$ cat config.mk
export PLATFORM = sky130hd
export DESIGN_NAME = bip2_program_loader
export DESIGN_NICKNAME = d
export VERILOG_FILES = /design/src/rtl/bip2_program_loader.sv
export SDC_FILE = /design/constraint.sdc
export NUM_CORES = 1
export LEC_CHECK = 0
export ABC_AREA = 1
export CAP_MARGIN = 40
export CELL_PAD_IN_SITES_DETAIL_PLACEMENT = 0
export CELL_PAD_IN_SITES_GLOBAL_PLACEMENT = 2
export CORE_MARGIN = 3
export CORE_UTILIZATION = 34
export DETAILED_ROUTE_END_ITERATION = 10
export GPL_TIMING_DRIVEN = 0
export PLACE_DENSITY_LB_ADDON = 0.1
export SETUP_SLACK_MARGIN = 0.02
export SLEW_MARGIN = 15
export SYNTH_ARGS = -nofsm -noshare
export SYNTH_HDL_FRONTEND = slang
export SYNTH_SLANG_ARGS = --single-unit
$ cat constraint.sdc
create_clock -name clock_in -period 3.45 [get_ports clock_in]
set_clock_uncertainty 0.1 [all_clocks]
set_input_delay 1.035 -clock clock_in [delete_from_list [all_inputs] [get_ports clock_in]]
set_output_delay 1.035 -clock clock_in [all_outputs]
set_load 0.005 [all_outputs]
$ cat src/rtl/bip2_program_loader.sv
// Byte-stream program loader for the BIP2 core: receives a 16-bit word count and then
// that many big-endian words, writes them to instruction memory, and releases the CPU.
module bip2_program_loader #(
  parameter int OPERAND_ADDRESS_WIDTH  = 11,
  parameter int INSTRUCTION_DATA_WIDTH = 16
) (
  input  logic                              clock_in,
  input  logic                              reset_in,
  input  logic [7:0]                        byte_in,
  input  logic                              byte_valid_in,
  output logic                              byte_ready_out,
  input  logic                              start_in,
  output logic                              instr_mem_wr_out,
  output logic [OPERAND_ADDRESS_WIDTH-1:0]  instr_mem_address_out,
  output logic [INSTRUCTION_DATA_WIDTH-1:0] instr_mem_data_out,
  output logic                              cpu_reset_out,
  output logic                              load_done_out,
  output logic                              error_out
);

  localparam int AW = OPERAND_ADDRESS_WIDTH;
  localparam int DW = INSTRUCTION_DATA_WIDTH;
  // One word per address, so the largest legal count is the full address space.
  localparam logic [16:0] CAPACITY = 17'(1) << AW;

  typedef enum logic [2:0] {
    COUNT_HI,
    COUNT_LO,
    DATA_HI,
    DATA_LO,
    WRITE,
    DONE,
    ERROR
  } state_e;

  state_e          state_q, state_d;
  logic [7:0]      hi_q, hi_d;
  logic [15:0]     rem_q, rem_d;
  logic [AW-1:0]   addr_q, addr_d;
  logic [DW-1:0]   data_q, data_d;
  logic            wr_q, wr_d;
  logic            cpu_rst_q, cpu_rst_d;
  logic            done_q, done_d;
  logic            err_q, err_d;
  logic            ready_q, ready_d;

  logic            accept;
  logic [15:0]     count_w;

  assign accept  = byte_valid_in & ready_q;
  assign count_w = {hi_q, byte_in};

  always_comb begin
    // NOTE: every _d defaults to its _q first so no path through the case infers a latch.
    state_d = state_q;
    hi_d    = hi_q;
    rem_d   = rem_q;
    addr_d  = addr_q;
    data_d  = data_q;

    unique case (state_q)
      COUNT_HI: if (accept) begin
        hi_d    = byte_in;
        state_d = COUNT_LO;
      end
      COUNT_LO: if (accept) begin
        rem_d = count_w;
        if (count_w == 16'd0)                 state_d = DONE;
        else if ({1'b0, count_w} > CAPACITY)  state_d = ERROR;
        else                                  state_d = DATA_HI;
      end
      DATA_HI: if (accept) begin
        hi_d    = byte_in;
        state_d = DATA_LO;
      end
      DATA_LO: if (accept) begin
        data_d  = DW'({hi_q, byte_in});
        state_d = WRITE;
      end
      WRITE: begin
        // After word 2^AW the address wraps to zero; nothing is written there.
        addr_d  = addr_q + AW'(1);
        rem_d   = rem_q - 16'd1;
        state_d = (rem_q == 16'd1) ? DONE : DATA_HI;
      end
      DONE, ERROR: if (start_in) begin
        addr_d  = '0;
        state_d = COUNT_HI;
      end
      default: state_d = COUNT_HI;
    endcase

    // Outputs are registered: decode them from the state being entered.
    wr_d      = (state_d == WRITE);
    cpu_rst_d = (state_d == DONE);
    done_d    = (state_d == DONE);
    err_d     = (state_d == ERROR);
    ready_d   = (state_d == COUNT_HI) || (state_d == COUNT_LO) ||
                (state_d == DATA_HI)  || (state_d == DATA_LO);
  end

  // NOTE: sequential state uses non-blocking assignments so all flops update together.
  always_ff @(posedge clock_in or negedge reset_in) begin
    if (!reset_in) begin
      state_q   <= COUNT_HI;
      hi_q      <= '0;
      rem_q     <= '0;
      addr_q    <= '0;
      data_q    <= '0;
      wr_q      <= 1'b0;
      cpu_rst_q <= 1'b0;
      done_q    <= 1'b0;
      err_q     <= 1'b0;
      ready_q   <= 1'b1;
    end else begin
      state_q   <= state_d;
      hi_q      <= hi_d;
      rem_q     <= rem_d;
      addr_q    <= addr_d;
      data_q    <= data_d;
      wr_q      <= wr_d;
      cpu_rst_q <= cpu_rst_d;
      done_q    <= done_d;
      err_q     <= err_d;
      ready_q   <= ready_d;
    end
  end

  assign byte_ready_out        = ready_q;
  assign instr_mem_wr_out      = wr_q;
  assign instr_mem_address_out = addr_q;
  assign instr_mem_data_out    = data_q;
  assign cpu_reset_out         = cpu_rst_q;
  assign load_done_out         = done_q;
  assign error_out             = err_q;

endmodule

==> results.cfg, run 1 <==
[synth]
async_reset_ff_frac = 1.00
synth-warning-count = 0
synthTopCellsByCount = nand2_1 (111), dfrtp_1 (57), nor2_1 (47), o21ai_0 (47), inv_1 (46)
ys_ff_latch = 58
yosysMostFrequentCell = nand2_1
syn-mean-instance-area_um2 = 7.60
syn_nets = 424
synth_cell_types = 34
synthFlopType = dfrtp_1
netlist_area_mm2 = 0.00311
synth_top_area_frac = 0.459
synth_largest_area_cell = dfrtp_1
yosysSeqAreaShare = 0.467
syn_inst = 409
synth_edf_count = 0
synthTopCellsByArea = dfrtp_1 (46%), nand2_1 (13%), o21ai_0 (7.6%)

[worst_setup_path]
startpoint = byte_ready_out
crit_path_start_kind = register
arrival_ns = 1.36
rrSetupSlack_ns = 1.61
cp_max_fo = 2
r2r_start = state_q[2]
cp_top_family = flip-flops
cpPeakStageDelay_ns = 0.53
required_ns = 2.31
path_class = reg2out
path_cells = clkdlybuf4s50_1
cpMaxStageDelayCell = dfstp_2
path_buf_inv = 1
endpoint_kind = output port

[sta]
rsz0062_at_grt = false
setup_viol = 0
min_period_ns = 2.50
slew_headroom = 0.711
fin_crit_sh = 0.724
drv_slew = 0
hold_slack_ns = 0.384
finalHoldViolCount = 0
worstMarginPinSlew_ns = 0.433
fmax_mhz = 400

[routing]
viasPerCell = 4.90
vias = 2827
dr.pass1.iters = 4
drtIter0Drc = 137
drt_wl_total_um = 8540
drc = 0
wl_per_cell_um = 14.8
antenna_left = 0

[pwr]
power_density_mw_per_mm2 = 864
intPower_uw = 2050
switching_share = 0.397
combPwrFrac = 0.421
power_frac_clock = 0.223
peakVddDrop_uv = 359
p_leak_uw = 0.00185
switching_power_uw = 1350
power_frac_seq = 0.356
p_total_uw = 3400

[place]
dp.cells = 561
place_area_mm2 = 0.00370
dp_hpwl_um = 6350
port-buffer-count = 43
place_congestion = 0.807

[global_routing]
antenna_found_initial = 0
groute.usage.overall = 0.175
grt_max_degree = 57
grt_pass1_wl_um = 13800
grt-ovfl-total = 0
grt_pass1_vias = 2670

[die]
chipWidth_um = 102
fp.dieH_um = 102
io_pins = 44
coreArea_mm2 = 0.00881
start_util = 0.353
die_area_mm2 = 0.0103
core.rowCount = 34

[clocking]
clk_latency_ns = 0.34
holdBufCountCts = 0
cts-root-buf = clkbuf_8
cts_max_path_buffers = 2
htreeDepth = 3
ctsResizeCount = 0
post_cts_buffers = 0
clkTransAtPathRegs_ns = 0.07
cts.sinks = 58
cts_tree = yes
cts_made_buffers = 9

[final_layout]
insertedDiodeCount = 0
drive_gt1_frac = 0.0938
fin_cells = 577
nets = 479
fin_area_mm2 = 0.00393
area_growth_pct = 26.5

[flow_run]
max_cap_viol_count = 0

[hold_path]
hold_path_class = reg2reg
hp-start = instr_mem_data_out[9]

[status]
status = complete, no violations
## power by group through the flow
stage,Combinational [µW],Sequential (µW),Clock [µW]
floorplan,892,1180,0
global placement,1430,1210,0
detailed placement,1450,1220,0
CTS,1450,1210,782
global route,1640,1250,807
finish,1430,1210,756
## through the flow
step,setup slack (ns),TNS (ns),utilization
3_5_place_dp,0.648,0,0.420
4_1_cts,0.920,0,0.446
3_3_place_gp,-0.803,-45.71,0.417
6_report,0.952,0,0.446
2_1_floorplan,1.46,0,-
5_1_grt,0.865,0,0.446
## area by class of cell
class	instances	area, µm²
Fill cell	935	4870
Multi-Input combinational cell	289	1400
Clock inverter	6	105
Sequential cell	58	1450
Clock buffer	10	128
Inverter	51	191
Tap cell	108	135
Timing Repair Buffer	44	455
Buffer	11	67.6
## registers in the layout, indices dropped and copies added (netlist names)
name / cells
state_q: 3
error_out: 1
instr_mem_data_out: 16
byte_ready_out: 1
hi_q: 8
instr_mem_wr_out: 1
instr_mem_address_out: 11
rem_q: 16
load_done_out: 1
## layout by cell type, fill, tap and decap left out, types with 6 or more instances in the layout
| master | netlist | routed |
|---|---|---|
| inv_1 | 46 | 46 |
| clkbuf_8 | 0 | 9 |
| clkdlybuf4s50_1 | 0 | 42 |
| nand3_1 | 19 | 19 |
| dfrtp_1 | 57 | 57 |
| nand2_2 | 8 | 8 |
| nor2_1 | 47 | 47 |
| o21ai_0 | 47 | 47 |
| a21oi_1 | 7 | 7 |
| nand4_1 | 12 | 12 |
| clkbuf_1 | 5 | 6 |
| nand2_1 | 111 | 111 |
| o211ai_1 | 6 | 6 |
## final timing paths
kind / endpoint / cells after the start
setup reg to reg: rem_q[2] / 7
max in group asynchronous: byte_ready_out / 2
hold / removal: instr_mem_data_out[9] / 2
hold reg to reg: instr_mem_data_out[9] / 2
min in group asynchronous: instr_mem_data_out[6] / 1
setup / recovery: byte_ready_out / 1
## kinds of logic (layout without fill, tap and decap cells)
group	count (synthesis)	after routing	synth area share
xor gates and xnor gates	6	6	0.0169
adders and majority gates	3	3	0.0121
buffers and inverters	62	122	0.0833
DFF	58	58	0.467
and+or+nand+nor	211	211	0.298
AOI/OAI and AO/OA	69	69	0.122
## routing by layer
metal / track usage / share of wire
met2: 0.249 / 0.42
met1: 0.262 / 0.53
met3: 0.0317 / 0.038
met4: 0.0654 / 0.013
met5: 0 / 0
(Power assumes the default switching activity.)
==> inputs of run 2 (changes only) <==
- CORE_UTILIZATION: 34 -> 31
- clock period: 3.45 -> 2.4 ns (I/O delays scaled with it)
==> results.cfg, run 2 (synthesis gave the netlist of run 1 again) <==
[hold_path]
hold_path_class = in2async

[sta]
rsz0062_at_grt = false
setup_ws_ns = 0.224
fmax_mhz = 460
worstMarginPinSlew_ns = 0.450
slew_headroom = 0.700
drv_slew = 0
finalHoldViolCount = 0
hold_slack_ns = 0.204
setup_viol = 0
fin_crit_sh = 0.907
min_period_ns = 2.18

[die]
io_pins = 44
die_area_mm2 = 0.0113
coreArea_mm2 = 0.00950
chipWidth_um = 106
start_util = 0.327
fp.dieH_um = 106
core.rowCount = 35

[place]
dp_hpwl_um = 6500
place_ws_ns = -0.113
port-buffer-count = 43
place_congestion = 0.828

[global_routing]
grt-ovfl-total = 0
grt_pass1_wl_um = 14500
groute.usage.overall = 0.163
grt_pass1_vias = 2832
antenna_found_initial = 0
grt_max_degree = 34

[routing]
vias = 2830
antenna_left = 0
drc = 0
wl_per_cell_um = 14.5
viasPerCell = 4.73
drtIter0Drc = 174
dr.pass1.iters = 4
drt_wl_total_um = 8650

[pwr]
p_leak_uw = 0.00181
power_density_mw_per_mm2 = 1190
peakVddDrop_uv = 427

[worst_setup_path]
crit_path_start_kind = register
path_cells = clkdlybuf4s50_1
cp_top_family = flip-flops
cpPeakStageDelay_ns = 0.53
arrival_ns = 1.36
r2r_start = state_q[2]
required_ns = 1.58
r2r_end = rem_q[2]
path_buf_inv = 1
rrSetupSlack_ns = 0.52
cp_max_fo = 2
cpMaxStageDelayCell = dfstp_2
rr_worst_depth = 7
startpoint = byte_ready_out
endpoint_kind = output port
path_class = reg2out

[clocking]
htreeDepth = 3
ctsResizeCount = 0
clkTransAtPathRegs_ns = 0.07
cts.sinks = 58
clk_latency_ns = 0.33
cts_made_buffers = 9
holdBufCountCts = 0
cts-root-buf = clkbuf_8
post_cts_buffers = 0
cts_tree = yes
cts_max_path_buffers = 2

[final_layout]
finish.utilization = 0.409
nets = 479
layout_common_cells = nand2_1 (111), dfrtp_1 (57), nor2_1 (47), o21ai_0 (47), inv_1 (46)
mostFrequentLayoutCell = nand2_1
area_growth_pct = 25.1
insertedDiodeCount = 0
drive_gt1_frac = 0.0938
fillers = 1023

[status]
status = complete, no violations

[flow_run]
max_cap_viol_count = 0
run 2: cell types whose count changed in the layout (fill, tap and decap cells not counted):
cell	previous run	this run
bufinv_16	3	0
clkinvlp_4	0	2
buf_12	0	1
buf_16	1	0
clkbuf_8	9	10
run 2: how the worst max path moves through the flow:
stage / end / slack [ns] / depth (start not counted)
floorplan: hi_q[6] / 0.73 / 6
global placement: state_q[2] / -1.57 / 1
detailed placement: hi_q[6] / -0.11 / 7
CTS: byte_ready_out / 0.20 / 1
global route: hi_q[7] / 0.08 / 6
finish: byte_ready_out / 0.22 / 1
run 2: report_power, final:
| group | total [µW] | internal, µW | switching (µW) |
|---|---|---|---|
| combinational | 2070 | 868 | 1200 |
| sequential | 1740 | 1390 | 348 |
| clock | 803 | 397 | 406 |
| total | 4610 | 2660 | 1960 |
run 2: per-stage QoR:
| stage | TNS (ns) | power (µW) | std cells | cell area [µm²] |
|---|---|---|---|---|
| after floorplan | 0 | 2980 | 409 | 3110 |
| after global placement | -90.71 | 3830 | 581 | 3700 |
| after detailed placement | -1.08 | 3830 | 582 | 3720 |
| after CTS | 0 | 4690 | 598 | 3890 |
| after global routing | 0 | 5070 | 598 | 3890 |
| final | 0 | 4610 | 598 | 3890 |
run 2: layer usage:
layer | vias to the layer above | track usage | routed length, µm
li1 | 1432 | - | -
met1 | 1336 | 0.243 | 4510
met2 | 58 | 0.235 | 3720
met3 | 4 | 0.0340 | 368
met4 | 0 | 0.0527 | 61
met5 | - | 0 | 0
run 2: final cells by class:
type                       count  area (µm²)  area share
tap                          129         161      0.0415
sequential                    58        1450       0.374
clock buffer                  11         141      0.0364
timing repair buffer          44         448       0.115
clock inverter                 5        30.0     0.00772
buffer                        11        67.6      0.0174
inverter                      51         191      0.0492
multi-input combinational    289        1400       0.359
